[config.mk]
export PLATFORM = sky130hd
export DESIGN_NAME = com_loader
export DESIGN_NICKNAME = d
export VERILOG_FILES = /design/src/rtl/com_loader.sv
export SDC_FILE = /design/constraint.sdc
export NUM_CORES = 1
export LEC_CHECK = 0
export CAP_MARGIN = 10
export CORE_MARGIN = 1
export CORE_UTILIZATION = 45
export CTS_CLUSTER_DIAMETER = 30
export CTS_CLUSTER_SIZE = 14
export DETAILED_ROUTE_END_ITERATION = 8
export PLACE_DENSITY = 0.69
export RECOVER_POWER = 100
export SLEW_MARGIN = 20
export SYNTH_ARGS = -nofsm -noshare
export SYNTH_HDL_FRONTEND = slang
export SYNTH_SLANG_ARGS = --single-unit
[constraint.sdc]
create_clock -name clk -period 4.1 [get_ports clk]
set_clock_uncertainty 0.2 [all_clocks]
set_input_delay 1.025 -clock clk [delete_from_list [all_inputs] [get_ports clk]]
set_output_delay 1.025 -clock clk [all_outputs]
set_load 0.01 [all_outputs]
[src/rtl/com_loader.sv]
// Host front end: loads a LEN-prefixed little-endian word frame into shared memory, runs the cores, streams a result window back.
// Optional COM_LOADER_CHECKSUM_EN appends an XOR checksum byte after the result bytes.
module com_loader #(
    parameter logic [15:0] LOAD_BASE = 16'h0000,
    parameter logic [15:0] RES_BASE  = 16'h0000,
    parameter logic [15:0] RES_LEN   = 16'd16,
    parameter logic [1:0]  ST_IDLE   = 2'd0,
    parameter logic [1:0]  ST_LOAD   = 2'd1,
    parameter logic [1:0]  ST_RUN    = 2'd2
) (
    input  logic        clk,
    input  logic        rst,
    input  logic [7:0]  rx_data,
    input  logic        rx_valid,
    output logic [7:0]  tx_data,
    output logic        tx_valid,
    input  logic        tx_ready,
    output logic [1:0]  status,
    output logic [15:0] com_addr,
    output logic [15:0] com_data_in,
    output logic        com_wr_en,
    input  logic [15:0] com_data_out,
    input  logic        end_process,
    output logic        busy
);

    typedef enum logic [3:0] {
        S_IDLE,
        S_RX_LEN_HI,
        S_RX_LO,
        S_RX_HI,
        S_WRITE,
        S_RUN,
        S_RD_ADDR,
        S_RD_WAIT,
        S_RD_CAP,
        S_TX_LO,
        S_TX_HI,
        S_TX_CSUM,
        S_DONE
    } state_t;

    state_t      state;
    logic [7:0]  len_lo;
    logic [15:0] len;
    logic [7:0]  word_lo;
    logic [15:0] wr_idx;
    logic [15:0] rd_idx;
    logic [1:0]  run_cnt;
    logic [7:0]  rd_hi;
`ifdef COM_LOADER_CHECKSUM_EN
    logic [7:0]  csum;
`endif

    logic [15:0] wr_next;
    logic [16:0] rd_next;
    logic [15:0] len_rx;

    assign wr_next = wr_idx + 16'd1;
    assign rd_next = {1'b0, rd_idx} + 17'd1;
    assign len_rx  = {rx_data, len_lo};

    always_ff @(posedge clk or posedge rst) begin
        if (rst) begin
            state       <= S_IDLE;
            status      <= ST_IDLE;
            com_addr    <= 16'h0000;
            com_data_in <= 16'h0000;
            com_wr_en   <= 1'b0;
            tx_valid    <= 1'b0;
            tx_data     <= 8'h00;
            busy        <= 1'b0;
            len_lo      <= 8'h00;
            len         <= 16'h0000;
            word_lo     <= 8'h00;
            wr_idx      <= 16'h0000;
            rd_idx      <= 16'h0000;
            run_cnt     <= 2'd0;
            rd_hi       <= 8'h00;
`ifdef COM_LOADER_CHECKSUM_EN
            csum        <= 8'h00;
`endif
        end else begin
            case (state)
                S_IDLE: begin
                    if (rx_valid) begin
                        len_lo <= rx_data;
                        status <= ST_LOAD;
                        busy   <= 1'b1;
                        state  <= S_RX_LEN_HI;
                    end
                end
                S_RX_LEN_HI: begin
                    if (rx_valid) begin
                        len    <= len_rx;
                        wr_idx <= 16'h0000;
                        if (len_rx == 16'h0000) begin
                            status  <= ST_RUN;
                            run_cnt <= 2'd0;
                            state   <= S_RUN;
                        end else begin
                            state <= S_RX_LO;
                        end
                    end
                end
                S_RX_LO: begin
                    if (rx_valid) begin
                        word_lo <= rx_data;
                        state   <= S_RX_HI;
                    end
                end
                S_RX_HI: begin
                    // Present the write for the whole WRITE cycle, so the pulse is exactly one cycle wide.
                    if (rx_valid) begin
                        com_wr_en   <= 1'b1;
                        com_addr    <= LOAD_BASE + wr_idx;
                        com_data_in <= {rx_data, word_lo};
                        state       <= S_WRITE;
                    end
                end
                S_WRITE: begin
                    com_wr_en <= 1'b0;
                    wr_idx    <= wr_next;
                    if (wr_next == len) begin
                        status  <= ST_RUN;
                        run_cnt <= 2'd0;
                        state   <= S_RUN;
                    end else begin
                        state <= S_RX_LO;
                    end
                end
                S_RUN: begin
                    // end_process may still be high from the previous job; ignore it briefly.
                    if (run_cnt != 2'd2) begin
                        run_cnt <= run_cnt + 2'd1;
                    end else if (end_process) begin
                        if (RES_LEN == 16'd0) begin
                            status <= ST_IDLE;
                            state  <= S_DONE;
                        end else begin
                            status   <= ST_LOAD;
                            rd_idx   <= 16'h0000;
                            com_addr <= RES_BASE;
`ifdef COM_LOADER_CHECKSUM_EN
                            csum     <= 8'h00;
`endif
                            state    <= S_RD_ADDR;
                        end
                    end
                end
                S_RD_ADDR: state <= S_RD_WAIT;
                S_RD_WAIT: state <= S_RD_CAP;
                S_RD_CAP: begin
                    rd_hi    <= com_data_out[15:8];
                    tx_data  <= com_data_out[7:0];
                    tx_valid <= 1'b1;
                    state    <= S_TX_LO;
                end
                S_TX_LO: begin
                    if (tx_ready) begin
`ifdef COM_LOADER_CHECKSUM_EN
                        csum    <= csum ^ tx_data;
`endif
                        tx_data <= rd_hi;
                        state   <= S_TX_HI;
                    end
                end
                S_TX_HI: begin
                    if (tx_ready) begin
`ifdef COM_LOADER_CHECKSUM_EN
                        csum <= csum ^ tx_data;
`endif
                        if (rd_next < {1'b0, RES_LEN}) begin
                            rd_idx   <= rd_next[15:0];
                            com_addr <= RES_BASE + rd_next[15:0];
                            tx_valid <= 1'b0;
                            state    <= S_RD_ADDR;
                        end else begin
`ifdef COM_LOADER_CHECKSUM_EN
                            tx_data <= csum ^ tx_data;
                            state   <= S_TX_CSUM;
`else
                            tx_valid <= 1'b0;
                            status   <= ST_IDLE;
                            state    <= S_DONE;
`endif
                        end
                    end
                end
`ifdef COM_LOADER_CHECKSUM_EN
                S_TX_CSUM: begin
                    if (tx_ready) begin
                        tx_valid <= 1'b0;
                        status   <= ST_IDLE;
                        state    <= S_DONE;
                    end
                end
`endif
                S_DONE: begin
                    busy  <= 1'b0;
                    state <= S_IDLE;
                end
                default: begin
                    com_wr_en <= 1'b0;
                    tx_valid  <= 1'b0;
                    status    <= ST_IDLE;
                    busy      <= 1'b0;
                    state     <= S_IDLE;
                end
            endcase
        end
    end

endmodule
==> impl_metrics.tcl, run 1 <==
set metrics [dict create \
    period_share_pct 89.8 \
    clk_pin_slew_ps 60 \
    drive_gt1_share_pct 17.6 \
    layoutNonFillerInstCount 863 \
    cp_data_required_time_ps 4200 \
    synth_edf_count 0 \
    finalHoldViolCount 0 \
    ios 74 \
    synth_flop_cell "dfrtp_1" \
    grt_pass1_wl_mm 24.9 \
    dp.cells 831 \
    synth_warnings 0 \
    area_growth_pct 23.3 \
    setup_viol 0 \
    cts.htree.levels 4 \
    fillers 1129 \
    cp-end-kind "flop" \
    avgRoutedWirePerCell_um 17.3 \
    setup_slack_ps 417 \
    ctsResizeCount 0 \
    grtUsageMet3_pct 5.66 \
    timing.rr.start "rd_idx[0]" \
    min_to "tx_data[6]" \
    io_buffers 73 \
    fp.dieH_um 121 \
    fin_crit_ps 3680 \
    startpoint_type "flop" \
    crit_path_cell_trace "ha_1, nand3_1, nor4_1, nand3_1, a2111oi_4, a21oi_2, nor3_4, clkbuf_2, mux2_2" \
    numCtsBuffers 17 \
    ant_nets 0 \
    crit_slowest_cell "a2111oi_4" \
    hold_start "tx_data[6]" \
    status "complete, but fails checks" \
    tightest_slew_ps 1610 \
    async_flop_share_pct 100 \
    pre_cts_slack_ps 568 \
    clock_latency_ps 420 \
    drc 0 \
    routed_wirelength_mm 14.9 \
    grtUsageMet2_pct 34.8 \
    rsz0062_at_grt "false" \
    netlist.area_leader.share_pct 48.7 \
    drv_cap 1 \
    fin_nets 706 \
    core_mm2 0.0135 \
    num_antenna_cells 0 \
    antenna_found_initial 0 \
    path_class "reg -> reg" \
    path_buf_inv 1 \
    relSlewSlack_pct -7.01 \
    syn_nets 634 \
    whs_ps 273 \
    worstReg2RegEnd "com_addr[15]" \
    grtUsageTotal_pct 22.1 \
    clk_path_buf_depth 2 \
    r2r_slack_ps 420 \
    avgSynthCellArea_um2 10.5 \
    reg2reg_depth 9 \
    busiest_layer "met2" \
    grt_max_degree 65 \
    drt_iter0_markers 376 \
    ys_seq_area_share_pct 48.7 \
    cts_setup_buffers 0 \
    hp-class "reg -> reg" \
    synth_top_area_cell "dfrtp_1" \
    cts_num_sinks 123 \
    critPathMostFrequentCell "nand3_1" \
    critPathTopFamily "simple AND/OR/NAND/NOR gates" \
    synth_cell_types 56 \
    synthCells 602 \
    fmax_ghz 0.272 \
    root_buffer "clkbuf_16" \
    ys_ff_latch 123 \
    grt_pass1_vias 4874 \
    cts_tree "done" \
    die_w_um 121 \
    holdPathStages 2 \
    worstPathMaxFanout 8 \
    violations "capacitance limit, slew limit" \
    synth_area_mm2 0.00632 \
    post-dp-hpwl_mm 10.5 \
    start_util_pct 47.0 \
    cts_hold_buf 0 \
    synth.area.top_cells "dfrtp_1 49%, mux2_2 11%, o21ai_0 4.7%, xnor2_1 3.5%, nand2_1 3.1%" \
    grt_overflow 0 \
    setup_tns_ps 0 \
    arrival_ps 3780 \
    multi_input_area_mm2 0.00304 \
    critPathMaxStageDelay_ps 600 \
    slew_violations 65 \
    std_cell_rows 42 \
    p_leak_uw 0.00334 \
    via_per_inst 5.76 \
    regArea_mm2 0.00308 \
    vias 4972 \
    peakVddDrop_uv 462 \
    met1_usage_pct 30.1 \
    powerDensity_mw_per_mm2 681 \
    globalplace.congestion 0.924 \
    dieArea_mm2 0.0145 \
    drt_pass1_iterations 5 \
]
## cell families (layout without fill, tap and decap cells)
| family | after synthesis | count (layout) | synth area share [%] |
|---|---|---|---|
| AOI/OAI and AO/OA | 121 | 121 | 12.0 |
| xor gates and xnor gates | 37 | 37 | 5.12 |
| muxes | 86 | 86 | 15.7 |
| buffers and inverters | 47 | 132 | 3.07 |
| DFF | 123 | 123 | 48.7 |
| and+or+nand+nor | 185 | 185 | 14.9 |
| adders and majority gates | 3 | 3 | 0.594 |
## metal layers
metal	share of wire (%)	wire length, um	vias up
met3	5.2	784	25
met4	1.4	212	0
met1	46	6840	2465
met5	0	0	-
li1	-	-	2311
met2	48	7100	171
## report_power, final
part	total [uW]	switching, uW	leakage (uW)	internal [uW]
Combinational	1800	897	0.00146	906
Clock	1540	565	0.000297	973
Sequential	1970	347	0.00158	1620
Total	5310	1810	0.00334	3500
## cells in the final DEF (no fill, tap or decap), types with 3 or more instances in the layout
cell type        synthesis  layout
a21oi_1                 21      20
a31oi_1                  4       4
and3_1                   8       8
and4_1                   3       3
buf_4                    0       4
bufinv_16                0       3
clkbuf_1                24       3
clkbuf_16                0      17
clkbuf_2                 0       4
clkdlybuf4s50_1          0      25
clkinv_2                 0       4
clkinvlp_4               0       3
dfrtp_1                123     123
dlygate4sd3_1            0      48
ha_1                     3       3
inv_1                   16      15
inv_6                    0       3
mux2_1                   0       6
mux2_2                  64      64
mux2_4                  10       4
mux2i_1                 12      12
nand2_1                 52      52
nand3_1                 25      25
nand4_1                  9       9
nor2_1                  39      39
nor2b_1                 12      12
nor3_1                  13      12
nor4_1                   8       8
o21ai_0                 59      59
o2bb2ai_1                3       3
o31ai_1                  6       6
xnor2_1                 25      25
xor2_1                  12      12
## layout make-up
type	count	area share, %
flip-flops and latches	123	39.5
multi-input cells	432	39.0
repair buffers	84	10.2
clock buffers	18	5.63
well taps	176	2.82
clock inverters	14	2.17
inverters	16	0.818
## stage by stage
step,cell area [um^2],utilization [%],total power (uW)
after global routing,7800,58.0,5610
after floorplan,6330,-,3180
final,7800,58.0,5310
after detailed placement,7240,53.8,3860
after CTS,7850,58.3,5420
after global placement,7240,53.8,3790
## flip-flops by register name (all words and copies together) (netlist names)
register,flops
busy,1
wr_idx,16
word_lo,8
rd_hi,8
status,2
com_data_in,16
len_lo,8
com_addr,16
tx_valid,1
rd_idx,16
state,4
tx_data,8
len,16
com_wr_en,1
run_cnt,2
## worst reg2reg max path, cell delays in order, from the launching register on
cell       delay [ps]
dfrtp_1           420
ha_1              310
nand3_1           160
nor4_1            580
nand3_1           270
a2111oi_4         600
a21oi_2           140
nor3_4            240
clkbuf_2          280
mux2_2            370
## cell usage after synthesis (all sizes together) (2+ instances only)
library cell / n
o31ai: 6
buf: 7
a2111oi: 3
xor2: 12
and2: 3
nor2: 39
a22o: 2
a21oi: 22
clkbuf: 24
o21ai: 59
a32o: 2
a221oi: 2
nand2: 52
ha: 3
nor3: 14
nor4: 9
mux2: 74
nor2b: 12
a211o: 2
nand3: 26
a21o: 2
a31oi: 4
nand4: 10
and3: 8
o22ai: 2
inv: 16
dfrtp: 123
nand4b: 2
o2bb2ai: 3
mux2i: 12
o31a: 2
o211ai: 2
and4: 3
xnor2: 25
or3b: 2
nor3b: 2
## how the worst max path moves through the flow
stage                    from  depth (start not counted)      endpoint  slack [ps]
global placement    rd_idx[0]                          9   com_addr[0]         650
floorplan           rd_idx[0]                          9  com_addr[10]         850
global route        rd_idx[0]                          9  com_addr[14]         130
finish              rd_idx[0]                          9  com_addr[15]         420
detailed placement  rd_idx[0]                          9   com_addr[0]         570
CTS                 rd_idx[0]                          9   com_addr[0]         490
(Power assumes the default switching activity.)
==> run 2: changes to the inputs <==
--- a/config.mk
+++ b/config.mk
@@ -11,7 +11,8 @@
 export CTS_CLUSTER_DIAMETER = 30
 export CTS_CLUSTER_SIZE = 14
 export DETAILED_ROUTE_END_ITERATION = 8
-export PLACE_DENSITY = 0.69
+export GPL_ROUTABILITY_DRIVEN = 0
+export PLACE_DENSITY = 0.77
 export RECOVER_POWER = 100
 export SLEW_MARGIN = 20
 export SYNTH_ARGS = -nofsm -noshare
==> run 2 against run 1 <==
The run still ends with capacitance limit, slew limit left. Sequential power barely moved. Cell count is 0.81% lower. Via count rose by 0.46%. Clock-buffer cell count up 3.
==> impl_metrics.tcl, run 2 (synthesis gave the netlist of run 1 again) <==
set metrics [dict create \
    cp_data_required_time_ps 4200 \
    ios 74 \
    violations "capacitance limit, slew limit" \
    fin_nets 702 \
    core_mm2 0.0135 \
    start_util_pct 47.0 \
    fin_crit_ps 3670 \
    r2r_slack_ps 430 \
    grt_pass1_vias 4889 \
    cts.htree.levels 4 \
    relSlewSlack_pct -8.68 \
    ctsResizeCount 0 \
    numCtsBuffers 17 \
    slew_violations 124 \
    antenna_found_initial 0 \
    clk_pin_slew_ps 50 \
    cts_num_sinks 123 \
    io_buffers 73 \
    hp-class "reg -> reg" \
    setup_tns_ps 0 \
    clock_latency_ps 420 \
    die_w_um 121 \
    area_growth_pct 22.5 \
    setup_viol 0 \
    ant_nets 0 \
    clk_path_buf_depth 2 \
    status "complete, but fails checks" \
    drt_pass1_iterations 6 \
    finalHoldViolCount 0 \
    grt_overflow 0 \
    period_share_pct 89.4 \
    cp-end-kind "flop" \
    reg2reg_depth 9 \
    path_class "reg -> reg" \
    p_leak_uw 0.00332 \
    std_cell_rows 42 \
    dieArea_mm2 0.0145 \
    post-dp-hpwl_mm 10.1 \
    cts_tree "done" \
    avgRoutedWirePerCell_um 17.5 \
    root_buffer "clkbuf_16" \
    arrival_ps 3760 \
    mostFrequentLayoutCell "dfrtp_1" \
    routed_wirelength_mm 15.0 \
    fin_area_mm2 0.00775 \
    fmax_ghz 0.273 \
    drv_cap 1 \
    grt_pass1_wl_mm 24.8 \
    drc 0 \
    tightest_slew_ps 1630 \
    cts_hold_buf 0 \
    holdPathStages 2 \
    num_antenna_cells 0 \
    via_per_inst 5.84 \
    vias 4995 \
    drt_iter0_markers 570 \
    grtUsageTotal_pct 21.8 \
    placed_area_mm2 0.00722 \
    peakVddDrop_uv 436 \
    fin_util_pct 57.6 \
    grt_max_degree 124 \
    drive_gt1_share_pct 16.0 \
    cts_setup_buffers 0 \
    fp.dieH_um 121 \
    startpoint_type "flop" \
    powerDensity_mw_per_mm2 675 \
    final_cell_mix "123 x dfrtp_1, 64 x mux2_2, 59 x o21ai_0" \
    rsz0062_at_grt "false" \
    finalPower_uw 5230 \
    worstPathMaxFanout 16 \
]
run 2: cell types whose count changed in the layout (fill, tap and decap cells not counted):
cell / change
a21oi_1: +2
a21oi_2: -2
buf_4: -1
clkbuf_1: +1
clkbuf_2: -4
clkbuf_4: +1
clkbuf_8: +2
clkinv_4: -1
clkinvlp_4: -2
inv_6: -3
mux2_1: +2
mux2_4: -2
run 2: final timing paths:
kind / start / endpoint
max: rd_idx[0] / com_addr[15]
min: tx_data[3] / tx_data[3]
max reg2reg: rd_idx[0] / com_addr[15]
min reg2reg: tx_data[3] / tx_data[3]
max in group asynchronous: rst / com_wr_en
min in group asynchronous: rst / rd_idx[8]
run 2: worst max-delay path: stages (launching register included):
cell and delay, ps:
dfrtp_1 420, ha_1 310, nand3_1 170, nor4_1 570
nand3_1 280, a2111oi_4 560, a21oi_1 180, nor3_4 200
buf_4 270, mux2_2 370
run 2: power by group:
part           internal (uW)  switching, uW
Clock                    988            510
Sequential              1620            367
Combinational            895            849
run 2: per-stage QoR:
step	setup WS [ps]	hold WS (ps)	cells
2_1_floorplan	847	274	602
4_1_cts	444	289	856
3_5_place_dp	466	276	827
3_3_place_gp	675	263	827
6_report	433	280	856
5_1_grt	203	311	856
run 2: area by class of cell:
class / count / area [um^2]
clock inverter: 8 / 119
fill: 1130 / 5710
sequential: 123 / 3080
tap: 176 / 220
inverter: 16 / 63.8
timing repair buffer: 80 / 772
clock buffer: 21 / 470
multi-input combinational: 432 / 3020
run 2: routing by layer:
metal | global-route usage [%] | routed length [um]
met2 | 35.4 | 7290
met1 | 28.3 | 6420
met3 | 5.80 | 1000
met5 | 0 | 0
met4 | 7.25 | 238
